===== src/rtl/ffsr_pulse_gen_if.sv =====
// ffsr_pulse_gen_if: request/pulse bundle between a controller and the pulse generator
interface ffsr_pulse_gen_if #(
    parameter int INPUT_SIZE = 16
);
    logic                  load;
    logic [0:INPUT_SIZE-1] init;
    logic                  start;
    logic [0:INPUT_SIZE-1] target;
    logic                  ready;
    logic                  inc;
    logic                  dec;
    logic                  busy;
    logic                  done;
    logic [0:INPUT_SIZE-1] count;

    modport master (
        output load, init, start, target,
        input  ready, inc, dec, busy, done, count
    );

    modport slave (
        input  load, init, start, target,
        output ready, inc, dec, busy, done, count
    );
endinterface


===== src/rtl/ffsr_pulse_gen.sv =====
// ffsr_pulse_gen: steps an up/down receiver to a target with spaced single-cycle inc/dec pulses
module ffsr_pulse_gen #(
    parameter int INPUT_SIZE = 16,
    parameter int GAP        = 0
) (
    input logic              clk,
    input logic              rst,
    ffsr_pulse_gen_if.slave  bus
);
    typedef enum logic [1:0] {IDLE, PULSE, WAIT, DONE} state_t;

    localparam logic [7:0] GAP_LAST = 8'(GAP == 0 ? 0 : GAP - 1);

    state_t                state, state_n;
    logic [0:INPUT_SIZE-1] count, count_n, tgt, tgt_n;
    logic [7:0]            wait_cnt, wait_n;
    logic                  inc, dec, busy, done, ready, up;

    // Next state; count moves at the same edge that raises the pulse so it always mirrors the receiver after every issued pulse
    always_comb begin
        state_n = state;
        count_n = count;
        tgt_n   = tgt;
        wait_n  = wait_cnt;
        unique case (state)
            IDLE: begin
                if (bus.load) count_n = bus.init;
                else if (bus.start) begin
                    tgt_n   = bus.target;
                    state_n = bus.target != count ? PULSE : DONE;
                end
            end
            PULSE: begin
                state_n = count == tgt ? DONE : (GAP > 0 ? WAIT : PULSE);
                wait_n  = GAP_LAST;
            end
            WAIT: begin
                wait_n  = wait_cnt - 8'd1;
                state_n = wait_cnt == 8'd0 ? PULSE : WAIT;
            end
            default: state_n = IDLE;
        endcase
        up = tgt_n > count;
        if (state_n == PULSE) count_n = up ? count + 1'b1 : count - 1'b1;
    end

    // State and registered outputs, all derived from the next state so they line up with it
    always_ff @(posedge clk or posedge rst) begin
        if (rst) begin
            state    <= IDLE;
            count    <= '0;
            tgt      <= '0;
            wait_cnt <= '0;
            inc      <= 1'b0;
            dec      <= 1'b0;
            busy     <= 1'b0;
            done     <= 1'b0;
            ready    <= 1'b1;
        end else begin
            state    <= state_n;
            count    <= count_n;
            tgt      <= tgt_n;
            wait_cnt <= wait_n;
            inc      <= state_n == PULSE && up;
            dec      <= state_n == PULSE && !up;
            busy     <= state_n == PULSE || state_n == WAIT;
            done     <= state_n == DONE;
            ready    <= state_n == IDLE;
        end
    end

    assign bus.ready = ready;
    assign bus.inc   = inc;
    assign bus.dec   = dec;
    assign bus.busy  = busy;
    assign bus.done  = done;
    assign bus.count = count;
endmodule


===== src/flat_wrapper.sv =====
// flat-port wrapper written by rule: the top's interface ports become plain ports
module ffsr_pulse_gen_flat 
#(
    parameter int INPUT_SIZE = 16,
    parameter int GAP        = 0
)
  (clk, rst, bus_load, bus_init, bus_start, bus_target, bus_ready, bus_inc, bus_dec, bus_busy, bus_done, bus_count);
  ffsr_pulse_gen_if #(.INPUT_SIZE(INPUT_SIZE)) bus_i ();
  input logic clk;
  input logic rst;
  input wire logic [$bits(bus_i.load)-1:0] bus_load;
  input wire logic [$bits(bus_i.init)-1:0] bus_init;
  input wire logic [$bits(bus_i.start)-1:0] bus_start;
  input wire logic [$bits(bus_i.target)-1:0] bus_target;
  output wire logic [$bits(bus_i.ready)-1:0] bus_ready;
  output wire logic [$bits(bus_i.inc)-1:0] bus_inc;
  output wire logic [$bits(bus_i.dec)-1:0] bus_dec;
  output wire logic [$bits(bus_i.busy)-1:0] bus_busy;
  output wire logic [$bits(bus_i.done)-1:0] bus_done;
  output wire logic [$bits(bus_i.count)-1:0] bus_count;
  assign bus_i.load = bus_load;
  assign bus_i.init = bus_init;
  assign bus_i.start = bus_start;
  assign bus_i.target = bus_target;
  assign bus_ready = bus_i.ready;
  assign bus_inc = bus_i.inc;
  assign bus_dec = bus_i.dec;
  assign bus_busy = bus_i.busy;
  assign bus_done = bus_i.done;
  assign bus_count = bus_i.count;
  ffsr_pulse_gen #(.INPUT_SIZE(INPUT_SIZE), .GAP(GAP)) u_core (.clk(clk), .rst(rst), .bus(bus_i));
endmodule

===== config.mk =====
export PLATFORM = sky130hd
export DESIGN_NAME = ffsr_pulse_gen_flat
export DESIGN_NICKNAME = d
export VERILOG_FILES = /design/src/rtl/ffsr_pulse_gen_if.sv /design/src/rtl/ffsr_pulse_gen.sv /design/src/flat_wrapper.sv
export SDC_FILE = /design/constraint.sdc
export NUM_CORES = 1
export LEC_CHECK = 0
export ABC_AREA = 1
export BUFFER_PORTS_ARGS = -buffer_cell sky130_fd_sc_hd__buf_2
export CAP_MARGIN = 20
export CORE_ASPECT_RATIO = 0.8
export CORE_MARGIN = 1
export CORE_UTILIZATION = 35
export DETAILED_ROUTE_END_ITERATION = 12
export GPL_TIMING_DRIVEN = 0
export HOLD_SLACK_MARGIN = 0.1
export PLACE_DENSITY_LB_ADDON = 0.15
export SETUP_SLACK_MARGIN = 0.02
export SYNTH_ARGS = -nofsm -noshare
export SYNTH_HDL_FRONTEND = slang
export SYNTH_SLANG_ARGS = --single-unit
export TNS_END_PERCENT = 10

===== constraint.sdc =====
create_clock -name clk -period 5.7 [get_ports clk]
set_input_delay 1.14 -clock clk [delete_from_list [all_inputs] [get_ports clk]]
set_output_delay 1.14 -clock clk [all_outputs]
set_load 0.02 [all_outputs]

==> results.md, run 1 <==
* Status: finished clean
* CTS tree: yes
* CP Buf/Inv Count at 4
* EDFF count, synth at 0
* Final setup vio count at 0
* Antenna diodes at 0
* Final Hold Fails at 0
* Share of cells above drive strength 1 at 15.14%
* Register bit total from synthesis at 47
* Initial Util at between 30% and 40%
* Cell family with most CP delay: simple AND/OR/NAND/NOR gates
* PortBufs at 56
* Max Clk Rate at 193.5 MHz
* Top FF cell, synth: dfrtp_1
* Slew Limit Headroom at 49.79%
* Fin crit share at about nine tenths
* DIE AREA at 10,870 um^2
* Placement Rows at 32
* Data required time of the critical path at 5.87 ns
* Drt via density at 4.940
* Grt total ovfl at 0
* Crit-path cells: buf_2 > inv_1 > nand3_1 > clkbuf_1 > o21ai_0 > ha_1 > nand2_1 > nor3_1 > nand2_1 > nand2_1 > nand2_1 > ha_1 > a21oi_1 > o21ai_1 > nand2_1 > nand3_1 > nand2_1 > inv_1 > o21ai_1 > nand3_1 > nand2_1 > o21ai_1
* Critical path endpoint category: flip-flop
* DR iter-0 viols at between 150 and 200
* RePlAce Congestion at 0.8509
* CP Max Fanout at 18
* Worst min path class: flip-flop to flip-flop
* Via count at approximately 3,500
* Top-count cell post-synth: nand2_1
* Commonest cells post-synth: nand2_1 (136), inv_1 (66), dfrtp_1 (46), nor2_1 (40), ha_1 (38)
* CTS max path bufs at 2
* Hold Slack at about 0.54 ns
* Leakage power figure at 2.210 nW
* H-tree Lvls at 2
* Setup TNS at 0 ns
* Top Ports at 57
* PwrDens at 159.5 nW/um^2
* Critical path's slowest cell: ha_1
* Min Clock Period, post-route at 5.167 ns
* Depth of the most critical reg-to-reg path at 22
* Mapped Area at 3660 um^2
* Worst vdd ir at 0.1008 mV
* Hold depth at 2
* R2R Setup Slk at 0.76 ns
* DRT Pass-1 Iters at 5
* Largest net degree at the start of global routing at 40
* Core Region at 9889 um^2
* Final #Nets at around 640
* Mapped Cells at 503
* CTS Hold Bufs at 0
* Syn Area/Cell at 7.276 um^2
* Area growth from synthesis to layout at 17.13%
* Unrepaired setup endpoints after global routing: false
* Hold path startpoint: u_core.tgt[1]
* Critical path type: input pin to flip-flop
* Number of CTS-inserted buffers at 5
* Sequential fraction of the synthesis area at 32.17%
* Data arrival, critical path at 5.34 ns
* Cell taking the most area after synthesis: dfrtp_1
* Synth unique cells at 39
* Routed WL at 10.28 mm
* Reg-to-Reg End: u_core.bus.count[1]
* RR Startpoint: u_core.state[1]
* Synth area leaders: dfrtp_1 (31%), nand2_1 (14%), ha_1 (13%), inv_1 (6.8%), o21ai_0 (4.4%)
* First-pass GRT wire length at 16.28 mm
* CP Launch Type: input pin
* Die Ht at 93.46 um
* GRT Resource Usage Total at 19.89%
* Die Width at 116.3 um
* Max Transition Viols Final at 0
* Sink of the worst hold path: u_core.tgt[1]
* Net count of the mapped netlist at between 500 and 600
* Top cell type's share of synthesized area at 31.45%
* Clock Latency Late Sink at 0.29 ns
* Most used cell, CP: nand2_1
* Crit path largest cell delay at 0.56 ns
* WL/cell at 14.60 um
* Clock tree sinks at 47
* Skew final at approximately 0.0045 ns
* Post-DP HPWL at about 8.2 mm
* Vias in the first global route at 3,183
* CTS resizes at 0
* Reg clk slew, reported paths at 0.06 ns
* Worst-Margin Slew at 0.7514 ns
* Synth warnings at 0
* Antenna violations before repair at 0
* Post-CTS Setup Bufs at 0
* Root Driver: clkbuf_16
* Ys async rst share at 100.0%
* Post-route ant nets at 0
* # DRC at 0
* Max-cap viol count at 0
cells in the final DEF, fill, tap and decap left out, types with 8 or more instances in the layout:
cell type    n
nand2_1    136
inv_1       65
buf_2       58
dfrtp_1     46
nor2_1      40
ha_1        38
o21ai_0     32
nand3_1     28
a21oi_1     25
xnor2_1     10
xor2_1       8
flip-flops by register name, indices dropped and copies added (netlist names):
register,count
u_core.bus.done,1
u_core.bus.inc,1
u_core.bus.busy,1
u_core.state,2
u_core.bus.count,16
u_core.bus.dec,1
u_core.bus.ready,1
u_core.wait_cnt,8
u_core.tgt,16
cell type report:
class / count / area, um^2
sequential: 47 / 1177
timing repair buffer: 57 / 300.3
clock buffer: 8 / 156.4
multi-input combinational: 382 / 2202
inverter: 67 / 251.5
tap: 136 / 170.2
fill: 1066 / 5603
buffer: 7 / 28.78
per-stage QoR:
stage	util [%]	instance area [um^2]	setup WS, ns	instances	total power [mW]
after floorplan	-	3660	1.536	503	0.3506
after global placement	41.56	4110	0.3869	695	0.3693
after detailed placement	41.76	4130	0.2950	696	0.3718
after CTS	43.35	4287	0.5748	704	0.6855
after global routing	43.35	4287	0.1281	704	0.7031
final	43.35	4287	0.5331	704	0.6838
worst register-to-register path, delay by kind of cell (launching register included):
family / cells / cell delay [ns]
buf+inv: 3 / 0.62
compound gates: 5 / 0.75
flops: 1 / 0.40
fa+ha+maj: 3 / 1.14
simple gates: 11 / 1.92
kinds of logic after synthesis:
logic type               Yosys count  synth area share, %
flip-flops                        47                32.17
buffers and inverters             74                7.658
AO/OA/AOI/OAI                     94                14.91
AND/OR/NAND/NOR                  230                27.11
XOR/XNOR                          18                4.308
adder cells (fa/ha/maj)           39                13.54
multiplexers                       1               0.3077
per-layer routing:
metal	up-vias	GRT usage, %	wire length (um)
met2	89	29.64	4354
met4	0	3.526	71
met3	8	2.981	510
li1	1791	-	-
met5	-	0	0
met1	1590	30.21	5343
power by group:
group	switching (mW)	internal, mW
clock	0.132	0.187
combinational	0.0185	0.0131
sequential	0	0.333
worst max path at each step:
stage,startpoint,end,slack (ns),cells past startpoint
2_1_floorplan,bus_load,u_core.bus.count[2],1.54,23
3_3_place_gp,bus_load,u_core.bus.count[3],0.39,22
3_5_place_dp,bus_load,u_core.bus.count[5],0.29,20
4_1_cts,bus_load,u_core.bus.count[5],0.57,20
5_1_grt,bus_load,u_core.bus.count[1],0.13,22
6_report,bus_load,u_core.bus.count[1],0.53,22
No activity file was read; power rests on OpenSTA's default activity.
==> run 2: changes to the inputs <==
--- a/config.mk
+++ b/config.mk
@@ -6,7 +6,7 @@
 export NUM_CORES = 1
 export LEC_CHECK = 0
 export ABC_AREA = 1
-export BUFFER_PORTS_ARGS = -buffer_cell sky130_fd_sc_hd__buf_2
+export BUFFER_PORTS_ARGS = -buffer_cell sky130_fd_sc_hd__buf_4
 export CAP_MARGIN = 20
 export CORE_ASPECT_RATIO = 0.8
 export CORE_MARGIN = 1
==> run 2 against run 1 <==
- flip-flop and latch count stayed put
- die area unchanged
- clock power shrank 2%
- worst hold slack improved by 0.0042 ns
- clock skew decreased by 0.0021 ns
- sequential power hardly changed
- critical path type unchanged
==> results.md, run 2 (synthesized netlist as in run 1, its figures left out) <==
* Final WS setup at 0.6426 ns (+0.1095 ns)
* Status: finished clean
* First-pass GRT wire length at 16.31 mm (+0.21%)
* Reg clk slew, reported paths at 0.06 ns (about the same)
* Depth of the most critical reg-to-reg path at 22 (unchanged)
* PortBufs at 56 (unchanged)
* Worst-Margin Slew at 0.7404 ns (-0.01101 ns)
* DIE AREA at 10,870 um^2 (unchanged)
* Antenna diodes at 0 (unchanged)
* Post-route ant nets at 0 (unchanged)
* Reg-to-Reg End: u_core.bus.count[3]
* RR Startpoint: u_core.state[0]
* Final #Nets at 642 (unchanged)
* Drt via density at 4.946 (+0.12%)
* Initial Util at 37.01% (unchanged)
* Antenna violations before repair at 0 (unchanged)
* Post-CTS Setup Bufs at 0 (unchanged)
* Cell family with most CP delay: simple AND/OR/NAND/NOR gates
* Commonest non-fill, non-tap cells in the layout: nand2_1 (136), inv_1 (65), buf_4 (56)
* Critical path's slowest cell: fa_1
* Grt total ovfl at 0 (unchanged)
* Vias in the first global route at 3,174 (-0.28%)
* Die Width at 116.3 um (unchanged)
* Max Transition Viols Final at 0 (unchanged)
* Clock tree sinks at 47 (unchanged)
* CP Max Fanout at 18 (unchanged)
* Placement Rows at 32 (unchanged)
* Critical path type: input pin to flip-flop
* DR iter-0 viols at 203 (+6.8%)
* Largest registers: u_core.bus.count x16, u_core.tgt x16, u_core.wait_cnt x8
* Post-DP HPWL at 8.241 mm (+0.96%)
* GRT Resource Usage Total at 20.00% (+0.11 points)
* CP Launch Type: input pin
* # DRC at 0 (unchanged)
* Slew Limit Headroom at 50.52% (+0.74 points)
* Root Driver: clkbuf_16
* R2R Setup Slk at 0.87 ns (+0.11 ns)
* Number of CTS-inserted buffers at 5 (unchanged)
* PwrDens at 154.9 nW/um^2 (-2.9%)
* Via count at 3,482 (+0.12%)
* Most used cell, CP: nand2_1
* Core Region at 9889 um^2 (unchanged)
* CTS tree: yes
* Leakage power figure at 2.258 nW (+2.2%)
* Final setup vio count at 0 (unchanged)
* Commonest non-fill, non-tap cell in the layout: nand2_1
* Clock power share at 45.7% (-0.9 points)
* Worst min path class: flip-flop to flip-flop
* Hold path startpoint: u_core.tgt[10]
* CTS max path bufs at 2 (unchanged)
* Largest net degree at the start of global routing at 34 (-15%)
* Crit-path cells: buf_4 > inv_1 > nand3_1 > clkbuf_1 > o21ai_0 > ha_1 > nand2_1 > nor3_1 > nand2_1 > nand2_1 > nand2_1 > fa_1 > nand2_1 > nand2_1 > o21ai_0 > inv_1 > nand3_1 > nand3_1 > nand2_1 > nand3_1 > nand2_1 > o21ai_0
* Data required time of the critical path at 5.86 ns (about the same)
* FILL cells at 1,024 (-3.9%)
* Final Hold Fails at 0 (unchanged)
* Setup TNS at 0 ns (unchanged)
* Reg power frac at 48.7% (about the same)
* CTS Hold Bufs at 0 (unchanged)
* Routed WL at 10.28 mm (about the same)
* Critical path endpoint category: flip-flop
* Switching power at 0.1452 mW (-3.2%)
* Skew final at 0.002415 ns (-0.002115 ns)
* DRT Pass-1 Iters at 5 (unchanged)
* CP Buf/Inv Count at 4 (unchanged)
* Crit path largest cell delay at 0.66 ns (+0.10 ns)
* Share of cells above drive strength 1 at 15.14% (unchanged)
* Internal power at 0.5403 mW (+1.2%)
* H-tree Lvls at 2 (unchanged)
* Power share of the combinational group at 5.6% (+1.0 points)
* Clock Latency Late Sink at 0.29 ns (about the same)
* Max-cap viol count at 0 (unchanged)
* Top Ports at 57 (unchanged)
* Die Ht at 93.46 um (unchanged)
* CTS resizes at 0 (unchanged)
* WL/cell at 14.60 um (about the same)
* Max Clk Rate at 197.7 MHz (+2.2%)
* Data arrival, critical path at 5.22 ns (-0.12 ns)
* Setup WS pre-CTS at 0.3799 ns (+0.08485 ns)
* Hold depth at 2 (unchanged)
* Min Clock Period, post-route at 5.057 ns (-0.1095 ns)
* Unrepaired setup endpoints after global routing: false
* Worst vdd ir at 0.1171 mV (+16%)
* Sink of the worst hold path: u_core.tgt[10]
* Fin crit share at 88.73% (-1.9 points)
* RePlAce Congestion at 0.8606 (+1.1%)
* Sw frac at 21.18% (-0.76 points)
* Area growth from synthesis to layout at 20.96%
-- run 2: changes by cell type in the layout (fill, tap and decap cells not counted) --
cell	delta
buf_4	+56
buf_2	-56
-- run 2: per-stage QoR --
step	hold WS (ns)	area (um^2)	instances	utilization (%)	power (mW)
final	0.5445	4427	704	44.76	0.6855
after CTS	0.5434	4427	704	44.76	0.6921
after detailed placement	0.5258	4270	696	43.18	0.3785
after floorplan	0.4885	3660	503	-	0.3506
after global routing	0.5747	4427	704	44.76	0.7111
after global placement	0.5139	4250	695	42.98	0.3762
-- run 2: how the worst max path moves through the flow --
| stage | cells past startpoint | start | end |
|---|---|---|---|
| finish | 22 | bus_load | u_core.bus.count[3] |
| global route | 19 | bus_load | u_core.bus.count[5] |
| CTS | 20 | bus_load | u_core.bus.count[5] |
| detailed placement | 20 | bus_load | u_core.bus.count[5] |
| global placement | 22 | bus_load | u_core.bus.count[3] |
| floorplan | 23 | bus_load | u_core.bus.count[2] |
-- run 2: tightest hold or removal path: cells and delay by family, from the launching register on --
family           cells  cell delay (ns)
AND/OR/NAND/NOR      2             0.14
flip-flops           1             0.36
-- run 2: final cells by class --
cell class	count	area [um^2]	share of cell area [%]
multi-input cells	382	2202	49.75
flip-flops and latches	47	1177	26.60
clock buffers	8	156.4	3.533
inverters	67	251.5	5.681
well taps	136	170.2	3.844
plain buffers	7	28.78	0.6501
repair buffers	57	440.4	9.949
-- run 2: power groups by stage --
| stage | logic [mW] | clock network, mW | registers [mW] |
|---|---|---|---|
| finish | 0.0385 | 0.314 | 0.334 |
| global route | 0.0424 | 0.335 | 0.333 |
| CTS | 0.0390 | 0.320 | 0.333 |
| detailed placement | 0.0387 | 0 | 0.340 |
| global placement | 0.0364 | 0 | 0.340 |
| floorplan | 0.0109 | 0 | 0.340 |
-- run 2: per-layer routing --
metal  up-vias  track usage, %  share of wire, %  wire, um
met5         -               0                 0         0
met4         0           3.846              0.63        65
met3         7           3.240               4.8       493
met2        90           29.34                42      4331
met1      1597           30.48                52      5385
li1       1788               -                 -         -
==> run 3: changes to the inputs <==
--- a/config.mk
+++ b/config.mk
@@ -10,7 +10,7 @@
 export CAP_MARGIN = 20
 export CORE_ASPECT_RATIO = 0.8
 export CORE_MARGIN = 1
-export CORE_UTILIZATION = 35
+export CORE_UTILIZATION = 55
 export DETAILED_ROUTE_END_ITERATION = 12
 export GPL_TIMING_DRIVEN = 0
 export HOLD_SLACK_MARGIN = 0.1
==> run 3 against run 2 <==
- critical path depth is 3 lower
- worst hold slack worse by 0.0028 ns
- clock power is 15% lower
- clock skew is 0.0098 ns higher
- total power is 6.8% lower
==> results.md, run 3 (synthesized netlist as in run 1, its figures left out) <==
* Core Region at 6409 um^2 (-35%)
* Final WS setup at 0.6106 ns (-0.03202 ns)
* Post-layout util at 67.51% (+23 points)
* CP Buf/Inv Count at 4 (unchanged)
* Setup WS pre-CTS at 0.3944 ns (+0.01451 ns)
* Grt total ovfl at 0 (unchanged)
* Max Clk Rate at 196.5 MHz (-0.63%)
* GRT Resource Usage Total at 29.00% (+9.0 points)
* Status: finished clean
* Die Ht at 74.96 um (-20%)
* Largest net degree at the start of global routing at 25 (-26%)
* DR iter-0 viols at 153 (-25%)
* CTS max path bufs at 2 (unchanged)
* Slew Limit Headroom at 53.54% (+3.0 points)
* Final Hold Fails at 0 (unchanged)
* WL/cell at 14.63 um (+0.24%)
* Worst min path class: flip-flop to flip-flop
* Largest registers: u_core.bus.count x16, u_core.tgt x16, u_core.wait_cnt x8
* Crit path largest cell delay at 0.59 ns (-0.07 ns)
* Fin crit share at 89.29% (+0.56 points)
* Clock Latency Late Sink at 0.31 ns (+0.02 ns)
* H-tree Lvls at 2 (unchanged)
* Post-route ant nets at 0 (unchanged)
* # DRC at 0 (unchanged)
* Area growth from synthesis to layout at 18.22%
* Max Transition Viols Final at 0 (unchanged)
* CP Max Fanout at 18 (unchanged)
* Worst-Margin Slew at 0.6952 ns (-0.04521 ns)
* RePlAce Congestion at 0.9473 (+10%)
* PwrDens at 147.6 nW/um^2 (-4.7%)
* Number of CTS-inserted buffers at 5 (unchanged)
* Antenna diodes at 0 (unchanged)
* Met2 WL at 4.244 mm (-2.0%)
* Antenna violations before repair at 0 (unchanged)
* RR Startpoint: u_core.state[0]
* CTS tree: yes
* Unrepaired setup endpoints after global routing: false
* Drt via density at 5.512 (+11%)
* CTS Hold Bufs at 0 (unchanged)
* Vias in the first global route at 3,257 (+2.6%)
* Max-cap viol count at 0 (unchanged)
* CP Launch Type: input pin
* Share of cells above drive strength 1 at 15.32% (+0.18 points)
* Routed WL at 9.540 mm (-7.2%)
* Via count at 3,594 (+3.2%)
* Worst vdd ir at 0.1063 mV (-9.2%)
* Hold path startpoint: u_core.tgt[1]
* Post-CTS Setup Bufs at 0 (unchanged)
* Clock tree sinks at 47 (unchanged)
* Data required time of the critical path at 5.87 ns (about the same)
* DIE AREA at 6986 um^2 (-36%)
* Reg clk slew, reported paths at 0.09 ns (+0.03 ns)
* Crit path from: bus_load
* Final setup vio count at 0 (unchanged)
* Most used cell, CP: nand2_1
* Critical path endpoint category: flip-flop
* Commonest non-fill, non-tap cell in the layout: nand2_1
* Top Ports at 57 (unchanged)
* Critical path's slowest cell: nand2_1
* CTS resizes at 0 (unchanged)
* Skew final at 0.01226 ns (+0.009848 ns)
* Multi-input logic area at 2202 um^2 (unchanged)
* Data arrival, critical path at 5.26 ns (+0.04 ns)
* Leakage power figure at 2.243 nW (-0.68%)
* Crit-path cells: buf_4 > inv_1 > nand3_1 > clkbuf_1 > o21ai_0 > ha_1 > nand2_1 > nor3_1 > nand3_1 > nand2_1 > ha_1 > a21oi_1 > o21ai_1 > nand2_1 > nand3_1 > nand2_1 > inv_1 > o31ai_1 > o21ai_0
* Cell family with most CP delay: simple AND/OR/NAND/NOR gates
* Non-Filler Instances at 652 (-7.4%)
* Die Width at 93.20 um (-20%)
* Placement Rows at 26 (-19%)
* FILL cells at 573 (-44%)
* PortBufs at 56 (unchanged)
* Min Clock Period, post-route at 5.089 ns (+0.03202 ns)
* Final #Nets at 642 (unchanged)
* Dpl cells at 644 (-7.5%)
* First-pass GRT wire length at 15.45 mm (-5.3%)
* Initial Util at 57.11% (+20 points)
* Met1 Routed Length at 4.602 mm (-15%)
* Critical path type: input pin to flip-flop
* Post-DP HPWL at 7.657 mm (-7.1%)
* Seq. cell area at 1177 um^2 (unchanged)
* Commonest non-fill, non-tap cells in the layout: nand2_1 (136), inv_1 (65), buf_4 (56)
* Setup TNS at 0 ns (unchanged)
* Hold Slack at 0.5417 ns (-0.002805 ns)
* DRT Pass-1 Iters at 4 (-1)
* Root Driver: clkbuf_8
* Uppermost layer routed: met4
* Routed met3 length at 530 um (+7.5%)
run 3: cell types whose count changed in the layout (fill, tap and decap cells not counted):
cell	before	now
clkbuf_8	2	6
clkbuf_1	6	5
inv_6	0	1
bufinv_16	0	1
clkbuf_16	5	0
run 3: through the flow:
step	instance area (um^2)	power (mW)
after floorplan	3660	0.3506
after global placement	4185	0.3747
after detailed placement	4205	0.3773
after CTS	4327	0.6410
after global routing	4327	0.6547
final	4327	0.6387
run 3: worst reg2reg max path: stages, from the launching register on:
cell	delay (ns)
dfrtp_1	0.40
inv_1	0.09
ha_1	0.24
nand3_1	0.21
clkbuf_1	0.43
o21ai_0	0.22
ha_1	0.34
nand2_1	0.09
nor3_1	0.41
nand3_1	0.24
nand2_1	0.59
ha_1	0.41
a21oi_1	0.21
o21ai_1	0.12
nand2_1	0.07
nand3_1	0.15
nand2_1	0.10
inv_1	0.04
o31ai_1	0.26
o21ai_0	0.14
run 3: per-layer routing:
layer,global-route usage (%),up-vias
met3,4.242,14
li1,-,1780
met5,0,-
met1,39.63,1682
met2,49.18,118
met4,7.179,0
run 3: path summary, 6_finish.rpt:
check,depth (start not counted),endpoint,slack (ns)
worst max-delay path,19,u_core.bus.count[5],0.61
worst min-delay path,2,u_core.tgt[1],0.54
worst max register to register,19,u_core.bus.count[5],0.81
worst min register to register,2,u_core.tgt[1],0.54
max in group asynchronous,3,u_core.bus.ready,4.21
min in group asynchronous,2,u_core.tgt[12],0.88
run 3: area by class of cell:
type / instances / area share, %
Tap cell: 84 / 2.429
Clock inverter: 2 / 0.8965
Inverter: 67 / 5.813
Sequential cell: 47 / 27.21
Clock buffer: 6 / 1.909
Multi-Input combinational cell: 382 / 50.90
Timing Repair Buffer: 57 / 10.18
Buffer: 7 / 0.6651
run 3: power by group:
part	internal [mW]	leakage, nW	switching, mW	total, mW
clock	0.144	0.0618	0.124	0.268
sequential	0.333	0.586	0	0.333
combinational	0.0197	1.59	0.0176	0.0373
total	0.497	2.24	0.141	0.639
